[config.mk]
export PLATFORM = sky130hd
export DESIGN_NAME = id_stage_controller
export DESIGN_NICKNAME = d
export VERILOG_FILES = /design/src/rtl/id_stage_pkg.sv /design/src/rtl/id_ex_reg32.sv /design/src/rtl/id_stage_controller.sv
export SDC_FILE = /design/constraint.sdc
export NUM_CORES = 1
export LEC_CHECK = 0
export ABC_AREA = 1
export CORE_MARGIN = 2
export CORE_UTILIZATION = 36
export DETAILED_ROUTE_END_ITERATION = 16
export PLACE_DENSITY = 0.81
export SLEW_MARGIN = 30
export SYNTH_ARGS = -nofsm -noshare
export SYNTH_HDL_FRONTEND = slang
export SYNTH_SLANG_ARGS = --single-unit
[constraint.sdc]
create_clock -name clock -period 1.33 [get_ports clock]
set_clock_uncertainty 0.2 [all_clocks]
set_input_delay 0.133 -clock clock [delete_from_list [all_inputs] [get_ports clock]]
set_output_delay 0.133 -clock clock [all_outputs]
set_load 0.05 [all_outputs]
[src/rtl/id_stage_pkg.sv]
// -----------------------------------------------------------------------------
// id_stage_pkg
// Shared definitions for the decode stage of the RV32I-subset core:
//   - opcode, funct3 and funct7 constants for the supported encodings
//   - NOP_INSTR, the bubble (addi x0,x0,0) loaded into IF/ID on reset/flush
//   - ctrl_t, the packed set of ten one-hot operation controls
//   - decode_instr(), the combinational instruction decoder
// -----------------------------------------------------------------------------
package id_stage_pkg;

   localparam logic [31:0] NOP_INSTR = 32'h0000_0013;

   // Opcodes
   localparam logic [6:0] OP_RTYPE  = 7'b0110011;
   localparam logic [6:0] OP_IMM    = 7'b0010011;
   localparam logic [6:0] OP_LOAD   = 7'b0000011;
   localparam logic [6:0] OP_STORE  = 7'b0100011;
   localparam logic [6:0] OP_BRANCH = 7'b1100011;

   // funct3 values
   localparam logic [2:0] F3_ADD_SUB = 3'b000;
   localparam logic [2:0] F3_SLL     = 3'b001;
   localparam logic [2:0] F3_SRA     = 3'b101;
   localparam logic [2:0] F3_OR      = 3'b110;
   localparam logic [2:0] F3_AND     = 3'b111;
   localparam logic [2:0] F3_ADDI    = 3'b000;
   localparam logic [2:0] F3_WORD    = 3'b010;
   localparam logic [2:0] F3_BEQ     = 3'b000;

   // funct7 values
   localparam logic [6:0] F7_BASE = 7'b0000000;
   localparam logic [6:0] F7_ALT  = 7'b0100000;

   typedef struct packed {
      logic add_op;
      logic sub_op;
      logic and_op;
      logic or_op;
      logic addi_op;
      logic sll_op;
      logic sra_op;
      logic beq_op;
      logic sw_op;
      logic lw_op;
   } ctrl_t;

   // Returns at most one control bit set; all-zero means the encoding is not
   // supported. funct7 is only inspected for R-type instructions.
   function automatic ctrl_t decode_instr(input logic [31:0] instr);
      ctrl_t      c;
      logic [6:0] opcode;
      logic [2:0] funct3;
      logic [6:0] funct7;
      opcode = instr[6:0];
      funct3 = instr[14:12];
      funct7 = instr[31:25];
      // NOTE: every decoded bit gets a default before the case so that no path
      // leaves a value unassigned; in an always_comb that would infer a latch.
      c = '0;
      case (opcode)
         OP_RTYPE: begin
            case ({funct7, funct3})
               {F7_BASE, F3_ADD_SUB}: c.add_op = 1'b1;
               {F7_ALT,  F3_ADD_SUB}: c.sub_op = 1'b1;
               {F7_BASE, F3_SLL}:     c.sll_op = 1'b1;
               {F7_ALT,  F3_SRA}:     c.sra_op = 1'b1;
               {F7_BASE, F3_AND}:     c.and_op = 1'b1;
               {F7_BASE, F3_OR}:      c.or_op  = 1'b1;
               default:               c = '0;
            endcase
         end
         OP_IMM:    if (funct3 == F3_ADDI) c.addi_op = 1'b1;
         OP_LOAD:   if (funct3 == F3_WORD) c.lw_op   = 1'b1;
         OP_STORE:  if (funct3 == F3_WORD) c.sw_op   = 1'b1;
         OP_BRANCH: if (funct3 == F3_BEQ)  c.beq_op  = 1'b1;
         default:   c = '0;
      endcase
      return c;
   endfunction

endpackage : id_stage_pkg

[src/rtl/id_ex_reg32.sv]
// -----------------------------------------------------------------------------
// id_ex_reg32
// Pipeline register for one ID/EX data path. Loads i_d every cycle (no
// enable); synchronous active-high reset clears it to zero.
// Ports:
//   i_clk   rising-edge clock
//   i_rst   synchronous active-high reset
//   i_d     data captured each edge
//   o_q     registered data (1-cycle latency)
// -----------------------------------------------------------------------------
module id_ex_reg32 #(
   parameter int WIDTH = 32
) (
   input  logic             i_clk,
   input  logic             i_rst,
   input  logic [WIDTH-1:0] i_d,
   output logic [WIDTH-1:0] o_q
);

   logic [WIDTH-1:0] r_q;

   // NOTE: sequential state is written with non-blocking assignments so every
   // register samples its inputs as they were before the clock edge.
   always_ff @(posedge i_clk) begin
      if (i_rst) r_q <= '0;
      else       r_q <= i_d;
   end

   assign o_q = r_q;

endmodule : id_ex_reg32

[src/rtl/id_stage_controller.sv]
// -----------------------------------------------------------------------------
// id_stage_controller
// Decode stage of the 5-stage RV32I-subset core. Holds the IF/ID instruction
// latch, decodes it into one-hot operation controls and registers operand A,
// operand B and the immediate into the ID/EX latches.
//
// Build option: define ID_EX_CTRL_EN to register the ten controls and
// illegal_instr in ID/EX (1-cycle latency, reset to 0). Without it they are
// combinational from full_instruction.
//
// Ports:
//   clock, reset           rising-edge clock, synchronous active-high reset
//   instruction_reg_out    fetched instruction
//   if_id_stall            hold IF/ID
//   if_id_flush            load NOP into IF/ID (wins over stall)
//   full_instruction       IF/ID instruction
//   A_data, B_data         register-bank rs1/rs2 data
//   imm_data               sign-extended immediate
//   A_ID_EX_data, B_ID_EX_data, ID_EX_immediate_data   ID/EX registered data
//   *_control              one-hot operation controls
//   illegal_instr          no supported encoding matched
// -----------------------------------------------------------------------------
module id_stage_controller
   import id_stage_pkg::*;
#(
   parameter int                    DATA_WIDTH = 32,
   parameter logic [DATA_WIDTH-1:0] NOP_INSTR  = id_stage_pkg::NOP_INSTR
) (
   input  logic                  clock,
   input  logic                  reset,
   input  logic [DATA_WIDTH-1:0] instruction_reg_out,
   input  logic                  if_id_stall,
   input  logic                  if_id_flush,
   output logic [DATA_WIDTH-1:0] full_instruction,
   input  logic [DATA_WIDTH-1:0] A_data,
   input  logic [DATA_WIDTH-1:0] B_data,
   input  logic [DATA_WIDTH-1:0] imm_data,
   output logic [DATA_WIDTH-1:0] A_ID_EX_data,
   output logic [DATA_WIDTH-1:0] B_ID_EX_data,
   output logic [DATA_WIDTH-1:0] ID_EX_immediate_data,
   output logic                  add_control,
   output logic                  sub_control,
   output logic                  and_control,
   output logic                  or_control,
   output logic                  addi_control,
   output logic                  sll_control,
   output logic                  sra_control,
   output logic                  beq_control,
   output logic                  sw_control,
   output logic                  lw_control,
   output logic                  illegal_instr
);

   // ---------------------------------------------------------------- IF/ID
   logic [DATA_WIDTH-1:0] r_if_id;

   // Priority: reset > flush > stall > capture.
   always_ff @(posedge clock) begin
      if (reset)            r_if_id <= NOP_INSTR;
      else if (if_id_flush) r_if_id <= NOP_INSTR;
      else if (!if_id_stall) r_if_id <= instruction_reg_out;
   end

   assign full_instruction = r_if_id;

   // ---------------------------------------------------------------- decode
   ctrl_t w_ctrl;
   logic  w_illegal;

   assign w_ctrl    = decode_instr(r_if_id);
   assign w_illegal = (w_ctrl == '0);

   ctrl_t w_ctrl_out;
   logic  w_illegal_out;

`ifdef ID_EX_CTRL_EN
   ctrl_t r_ctrl;
   logic  r_illegal;

   always_ff @(posedge clock) begin
      if (reset) begin
         r_ctrl    <= '0;
         r_illegal <= 1'b0;
      end else begin
         r_ctrl    <= w_ctrl;
         r_illegal <= w_illegal;
      end
   end

   assign w_ctrl_out    = r_ctrl;
   assign w_illegal_out = r_illegal;
`else
   assign w_ctrl_out    = w_ctrl;
   assign w_illegal_out = w_illegal;
`endif

   assign add_control   = w_ctrl_out.add_op;
   assign sub_control   = w_ctrl_out.sub_op;
   assign and_control   = w_ctrl_out.and_op;
   assign or_control    = w_ctrl_out.or_op;
   assign addi_control  = w_ctrl_out.addi_op;
   assign sll_control   = w_ctrl_out.sll_op;
   assign sra_control   = w_ctrl_out.sra_op;
   assign beq_control   = w_ctrl_out.beq_op;
   assign sw_control    = w_ctrl_out.sw_op;
   assign lw_control    = w_ctrl_out.lw_op;
   assign illegal_instr = w_illegal_out;

   // ---------------------------------------------------------------- ID/EX data
   id_ex_reg32 #(.WIDTH(DATA_WIDTH)) u_a_reg (
      .i_clk (clock),
      .i_rst (reset),
      .i_d   (A_data),
      .o_q   (A_ID_EX_data)
   );

   id_ex_reg32 #(.WIDTH(DATA_WIDTH)) u_b_reg (
      .i_clk (clock),
      .i_rst (reset),
      .i_d   (B_data),
      .o_q   (B_ID_EX_data)
   );

   id_ex_reg32 #(.WIDTH(DATA_WIDTH)) u_imm_reg (
      .i_clk (clock),
      .i_rst (reset),
      .i_d   (imm_data),
      .o_q   (ID_EX_immediate_data)
   );

endmodule : id_stage_controller

# Word-level counts from Yosys, hierarchy flattened

Index checks and enable logic that the tools add are counted.

Equality and inequality tests: 11
Muxes and demuxes: 14
Reductions and logical operators: 4

Operators by type and width:

| cell                | number |
|---|---|
| $eq 10x3->1 const B | 2 |
| $eq 10x9->1 const B | 2 |
| $logic_not 10->1    | 2 |
| $eq 7x6->1 const B  | 2 |
| $mux 1              | 12 |
| $eq 10x1->1 const B | 1 |
| $eq 7x2->1 const B  | 1 |
| $eq 7x5->1 const B  | 1 |
| $eq 7x7->1 const B  | 1 |
| $mux 4              | 1 |
| $eq 3x2->1 const B  | 1 |
| $logic_not 3->1     | 1 |
| $mux 2              | 1 |
| $reduce_or 2->1     | 1 |

Register bits: 128
Input port bits: 132
Output and inout bits: 139
Word-level logic and storage cells: 33

# Depth between registers and ports, before layout

Gate-level depths: netlist (run 1).

Depth in word-level cells: 4
Depth in mapped cells: 9

# By module

A second synthesis (run 1) with hierarchy kept.

Cells, all modules: 495
Area, all modules: 4110.2 um2

By module, submodules not included:

| module              | instances | cells each | area an instance (um2) | seq. area each (um2) |
|---|---|---|---|---|
| id_ex_reg32         | 3         | 99         | 914.6                  | 640.6 |
| id_stage_controller | 1         | 198        | 1366.3                 | 640.6 |

# Worst setup path before layout (run 1)

Ideal clock, no wire load.

Path type: reg2out
Start point: reg r_if_id[1] (netlist: full_instruction[1])
End point: out lw_control
Data arrival time: 2.551 ns
Path slack: -1.554 ns
Cell stages (with the launch flop): 7
Buffers on the path: 0
Cell sequence: dfxtp_1 -> nand2_1 -> inv_1 -> nand2_1 -> nor2_1 -> inv_1 -> nor4_1

Word-level cells in the longest chain between the ends: 2

RTL lines:

| item                   | line                      | source |
|---|---|---|
| from (decl)            | id_stage_controller.sv:55 | `logic [DATA_WIDTH-1:0] r_if_id;` |
| from (signal assigned) | id_stage_controller.sv:61 | `else if (!if_id_stall) r_if_id <= instruction_reg_out;` |
| $eq 7x2->1             | id_stage_pkg.sv:60        | `case (opcode)` |
| $mux 1                 | -                         |  |
| to (decl)              | id_stage_controller.sv:50 | `output logic lw_control,` |

No other way between the ends.

# Final worst setup path (run 1)

Start point: reg r_if_id[1] (netlist: full_instruction[1])
End point: out illegal_instr

Word-level cells in the longest chain between the ends: 3

RTL lines:

| item                               | line                      | source |
|---|---|---|
| $eq 7x2->1 (tied with other cells) | id_stage_pkg.sv:60        |  |
| $mux 1 (tied with other cells)     | -                         |  |
| $logic_not 10->1 *                 | id_stage_controller.sv:71 | `assign w_illegal = (w_ctrl == '0);` |
| to (decl)                          | id_stage_controller.sv:51 | `output logic illegal_instr` |

Every way passes the cells marked *; elsewhere a longest branch is shown, timed or not.

==> results of run 1 <==
==> state kept, by name, summed over array words and instances (netlist names) <==
| register | flops |
|---|---|
| full_instruction | 32 |
| u_a_reg.o_q | 32 |
| u_b_reg.o_q | 32 |
| u_imm_reg.o_q | 32 |
==> per-layer routing <==
layer | part of all wire, % | wire [µm]
met5 | 0 | 0
met2 | 57 | 11100
met4 | 4.9 | 945
met3 | 8.9 | 1730
met1 | 29 | 5580
==> area by class of cell <==
cell class / count / area share, %
Timing Repair Buffer: 332 / 48.0
Sequential cell: 128 / 27.0
Inverter: 117 / 4.76
Clock buffer: 20 / 4.82
Tap cell: 140 / 1.81
Clock inverter: 12 / 1.12
Multi-Input combinational cell: 232 / 12.5
==> critical path: cells and delay by family (launching register included) <==
family | cells | cell delay (ns)
flip-flops | 1 | 0.35
AND/OR/NAND/NOR | 7 | 0.56
buffers and inverters | 4 | 0.43
==> logic make-up (layout without fill, tap and decap cells) <==
kind of cell,after synthesis,in the layout
flip-flops,128,128
buffers and inverters,137,481
AO/OA/AOI/OAI,41,41
AND/OR/NAND/NOR,191,191
==> worst paths after layout <==
kind / depth (start not counted) / slack, ns / endpoint
max: 11 / -0.75 / illegal_instr
min: 3 / 0.04 / u_b_reg.o_q[24]
min reg2reg: 2 / 0.32 / full_instruction[17]
max reg2reg: 5 / 0.18 / full_instruction[1]
==> where the power goes <==
group          leakage (nW)  switching (mW)  total [mW]  internal, mW
logic                  3.07            1.28        2.58          1.30
registers              1.07           0.180        4.20          4.02
clock network         0.279            1.77        4.49          2.72
==> Yosys cell counts, drive strengths merged <==
| library cell | n |
|---|---|
| dfxtp | 128 |
| clkbuf | 7 |
| nor4 | 1 |
| nand2 | 59 |
| nand3b | 2 |
| clkinv | 1 |
| a21oi | 30 |
| inv | 116 |
| buf | 13 |
| nand3 | 8 |
| nor3 | 6 |
| nor2 | 115 |
| o21ai | 11 |
==> repair_timing <==
item / CTS / global route
setup buffers: 8 / 22
setup endpoints to repair: 30 / 35
endpoints found under the hold margin: 11 / 0
pin swaps: 12 / 8
hold buffers: 1 / 0
gates cloned: 0 / 1
gates resized for setup: 47 / 35
==> through the flow <==
stage / std cells / util [%] / area [µm²] / worst slack [ns]
detailed placement: 929 / 79.8 / 8720 / -0.344
CTS: 968 / 87.1 / 9520 / -0.670
global route: 981 / 88.6 / 9690 / -0.809
finish: 981 / 88.6 / 9690 / -0.748
global placement: 929 / 79.8 / 8720 / -0.267
floorplan: 497 / - / 4240 / -0.499
==> impl_results.md, run 1 <==
- # diodes: 0
- Multiplexer share of the synthesized area: 0%
- Sequential share of the synthesized area: 62.9%
- Synth unique cells: 19
- Failing checks: negative setup slack
- Number of max-cap violations: 0
- Drt initial violations: 218
- Total grt overflow: 0
- Fin. Hold Viols: 0
- Arr. time, crit path: 1.75 ns
- IO Pins: 271
- Total wire length: 19300 µm
- Met3 global-route usage: 14.0%
- Critical path startpoint category: flip-flop
- Hold Crit Class: primary input to flip-flop
- Largest net degree at the start of global routing: 78
- Simple-gate share of the synthesized area: 18.9%
- Setup TNS: -8.18 ns
- Die ar.: 0.0122 mm²
- Routed Antenna Nets: 0
- Via Count: 4634
- Compound-Gate Fraction of Synth Area: 5.13%
- Outcome: complete, but fails checks
- Critical path type: flip-flop to output port
- DR DRC count: 0
- Share of cells above drive strength 1: 36.4%
- Post-route setup slack: -0.748 ns
- Critical Path RT: 1.00 ns
- Final Max Slew Viols: 0
- Area of the multi-input gates: 0.00121 mm²
- Synth top area share: 62.9%
- Synth-to-layout area growth: 138%
- DR WL/cell: 19.7 µm
- Largest family of logic cells by synthesized area: simple AND/OR/NAND/NOR gates
- Endpoints failing setup: 27
- Maximum vdd ir drop: 1.15 mV
- Mapped cell area: 0.00407 mm²
- Post-Synth Adder-Cell Area: 0%
- Grt met1 use: 24.1%
- Drt first pass iters: 5
- Sink Count: 128
- FF+latch area: 0.00262 mm²
- Worst hold slack: 0.0365 ns
- Most used routing layer: met2
- Starting Density: 37.2%
- Min-delay src: B_data[24]
- Synth Register Bits: 128
- CP peak stage delay: 0.35 ns
- First-pass GRT wire length: 26800 µm
- Cell area power density: 1160 mW/mm²
- Mapped Cells: 497
- Synth Net Count: 629
- Root Buffer: clkbuf_16
- Leakage: 4.42 nW
- Initial antenna violation count: 0
- Worst setup path start: full_instruction[1]
- Worst-path cell chain: nand2_1 -> inv_2 -> nand2_4 -> nor2_4 -> buf_6 -> nand3_4 -> nand2_1 -> inv_1 -> nand2_2 -> nor2_4 -> buf_8
- Die Y: 110 µm
- Port bufs: 270
- Later-pin clock latency in the skew report: 0.41 ns
- CP Capture Type: output port
- Final HPWL DP: 12800 µm
- Slew headroom: 76.8%
- RSZ-0062 raised after global routing: true
- F_max: 481 MHz
- Commonest non-fill, non-tap cell in the layout: buf_12
- Worst Tran Pin Value: 0.348 ns
- Synth area leader: dfxtp_1
- Period minus WS final: 2.08 ns
- Die Wd: 110 µm
- Most frequent cells in the layout: 139 x buf_12, 130 x clkdlybuf4s50_1, 108 x dfxtp_1
- Rows: 38
- GRT Total Usage: 30.9%
- Vias per inst: 4.72
- CTS Buf Count: 17
- Ys Warns: 0
- Clk slew on worst S/H paths: 0.06 ns
- Pwr Total: 11.3 mW
- Core area: 0.0109 mm²
- Top cells by area, synth: dfxtp_1 63%, inv_1 11%, nor2_1 11%, nand2_1 5.3%, a21oi_1 3.7%
- Fin nets: 960
- Post-synthesis xor/xnor area fraction: 0%
- H-tree levels: 4
- Critical R2R Launch: full_instruction[1]
- Vias in the first global route: 5158
- Final Wtd Congestion: 0.890
- M2 GR Usage: 61.2%
- Syn_area_per_cell: 8.19 µm²
- CTS tree: yes
- Clk buf depth: 2
- # fillers: 418
- CP Max Fanout: 4
- Tcrit/Tclk final: 156%
- Slowest library cell on the worst path: dfxtp_4
No activity file was read; power rests on OpenSTA's default activity.
==> run 2, diff against run 1 <==
--- a/config.mk
+++ b/config.mk
@@ -7,10 +7,10 @@
 export LEC_CHECK = 0
 export ABC_AREA = 1
 export CORE_MARGIN = 2
-export CORE_UTILIZATION = 36
+export CORE_UTILIZATION = 32
 export DETAILED_ROUTE_END_ITERATION = 16
-export PLACE_DENSITY = 0.81
-export SLEW_MARGIN = 30
+export PLACE_DENSITY = 0.76
+export SLEW_MARGIN = 10
 export SYNTH_ARGS = -nofsm -noshare
 export SYNTH_HDL_FRONTEND = slang
 export SYNTH_SLANG_ARGS = --single-unit
==> constraint.sdc (replaced) <==
create_clock -name clock -period 1.8 [get_ports clock]
set_clock_uncertainty 0.2 [all_clocks]
set_input_delay 0.18 -clock clock [delete_from_list [all_inputs] [get_ports clock]]
set_output_delay 0.18 -clock clock [all_outputs]
set_load 0.05 [all_outputs]
==> run 2 against run 1 <==
Compared with the run above:
- die area increased by 12%
- combinational power down 46%
- the flow still finishes with violations (negative setup slack)
- non-clock buffer count shrank 48
- routed wire length down 36%
- register-to-register slack improved by 0.69 ns
- setup slack better by 0.45 ns
- core utilization is 28 points lower
- largest power group unchanged
==> impl_results.md, run 2 (same netlist as run 1, synthesis figures left out) <==
- Outcome: complete, but fails checks
- Failing checks: negative setup slack
- Most frequent cells in the layout: 140 x buf_4, 130 x clkdlybuf4s50_1, 113 x dfxtp_1
- Via Count: 3988 (-14%)
- Clk slew on worst S/H paths: 0.06 ns (about the same)
- Number of max-cap violations: 0 (unchanged)
- RSZ-0062 raised after global routing: true
- Vias per inst: 4.13 (-13%)
- Period minus WS final: 2.10 ns
- Core area: 0.0125 mm² (+14%)
- Critical Path RT: 1.42 ns (+0.42 ns)
- Starting Density: 32.5% (-4.7 points)
- Maximum vdd ir drop: 0.655 mV (-43%)
- Fin. Hold Viols: 0 (unchanged)
- Pwr Total: 7.71 mW (-32%)
- Worst Tran Pin Value: 0.408 ns (+0.0605 ns)
- Routed Antenna Nets: 0 (unchanged)
- CTS Buf Count: 17 (unchanged)
- DR WL/cell: 12.8 µm (-35%)
- Total wire length: 12400 µm (-36%)
- Hold Crit Class: primary input to flip-flop
- Final Max Slew Viols: 0 (unchanged)
- Post-Layout Inst Area: 0.00759 mm² (-22%)
- Cell area power density: 1020 mW/mm² (-13%)
- H-tree levels: 4 (unchanged)
- Rows: 41 (+7.9%)
- First-pass GRT wire length: 17700 µm (-34%)
- Worst hold slack: 0.0338 ns (-0.00271 ns)
- Drt initial violations: 265 (+22%)
- Synth-to-layout area growth: 86.3%
- Sink Count: 128 (unchanged)
- Critical path startpoint category: flip-flop
- Vias in the first global route: 3857 (-25%)
- F_max: 476 MHz
- # diodes: 0 (unchanged)
- Tcrit/Tclk final: 117%
- Fin nets: 912 (-5.0%)
- Clk buf depth: 2 (unchanged)
- Total grt overflow: 0 (unchanged)
- Post-route setup slack: -0.302 ns (+0.446 ns)
- Root Buffer: clkbuf_16
- Port bufs: 270 (unchanged)
- Die ar.: 0.0136 mm² (+12%)
- Placed insts: 926 (-0.32%)
- Hold Buf Count CTS: 0 (-1)
- Leakage: 3.73 nW (-16%)
- Layout Cells excl Fill: 965 (-1.6%)
- CTS tree: yes
- Setup TNS: -1.50 ns (+6.68 ns)
- CP Capture Type: output port
- Endpoints failing setup: 11 (-59%)
- Slew headroom: 72.8% (-4.0 points)
- IO Pins: 271 (unchanged)
- DP Area: 0.00686 mm² (-21%)
- Initial antenna violation count: 1 (+1)
- Drt first pass iters: 4 (-1)
- GRT Total Usage: 16.9% (-14 points)
- Final HPWL DP: 9460 µm (-26%)
- Die Y: 117 µm (+5.8%)
- DR DRC count: 0 (unchanged)
- Share of cells above drive strength 1: 29.9% (-6.5 points)
- Die Wd: 117 µm (+5.8%)
- Arr. time, crit path: 1.72 ns (-0.03 ns)
- CP Max Fanout: 4 (unchanged)
- Final Wtd Congestion: 0.865 (-2.8%)
- Largest net degree at the start of global routing: 97 (+24%)
- Critical path type: flip-flop to output port
- Later-pin clock latency in the skew report: 0.39 ns (-0.02 ns)
- Commonest non-fill, non-tap cell in the layout: buf_4
[run 2: what timing repair did]
item,CTS,global route
pin swaps,9,8
setup endpoints to repair,11,11
setup buffers,6,1
resized for setup,20,13
[run 2: through the flow]
step           setup slack, ns  util, %
3_3_place_gp             0.144     54.8
3_5_place_dp             0.114     54.8
2_1_floorplan          -0.0756        -
5_1_grt                 -0.357     60.6
4_1_cts                 -0.250     60.2
6_report                -0.302     60.6
[run 2: final cells by class]
type	instances	area, µm²
multi-input combinational	232	1130
sequential	128	2600
clock inverter	13	126
inverter	117	442
timing repair buffer	284	2620
clock buffer	19	454
fill	1082	4930
tap	172	215
[run 2: critical path: stages, from the launching register on]
cell,delay (ns)
dfxtp_2,0.34
inv_1,0.08
nand2_1,0.08
nor3_1,0.25
nand3b_1,0.21
nor2_2,0.19
buf_12,0.15
[run 2: final timing paths]
kind / startpoint / cells past startpoint / slack (ns) / endpoint
hold / removal: reset / 4 / 0.03 / full_instruction[0]
hold reg to reg: full_instruction[8] / 2 / 0.26 / full_instruction[8]
setup reg to reg: full_instruction[3] / 3 / 0.87 / full_instruction[3]
setup / recovery: full_instruction[25] / 6 / -0.30 / or_control
[run 2: power breakdown]
part	internal [mW]	leakage, nW	switching, mW
combinational	0.562	2.39	0.838
sequential	2.97	1.07	0.0591
clock	2.00	0.273	1.28
[run 2: per-layer routing]
layer / vias up / wire [µm] / track usage [%]
met1: 1801 / 4740 / 18.6
li1: 1997 / - / -
met3: 16 / 1010 / 7.16
met4: 2 / 143 / 5.73
met2: 172 / 6490 / 29.2
met5: - / 13 / 0
==> run 3, diff against run 2 <==
--- a/config.mk
+++ b/config.mk
@@ -8,7 +8,9 @@
 export ABC_AREA = 1
 export CORE_MARGIN = 2
 export CORE_UTILIZATION = 32
+export CTS_CLUSTER_SIZE = 25
 export DETAILED_ROUTE_END_ITERATION = 16
+export HOLD_SLACK_MARGIN = 0.02
 export PLACE_DENSITY = 0.76
 export SLEW_MARGIN = 10
 export SYNTH_ARGS = -nofsm -noshare
==> results of run 3 <==
No change in the layout: final DEF, timing and power equal those of run 2.
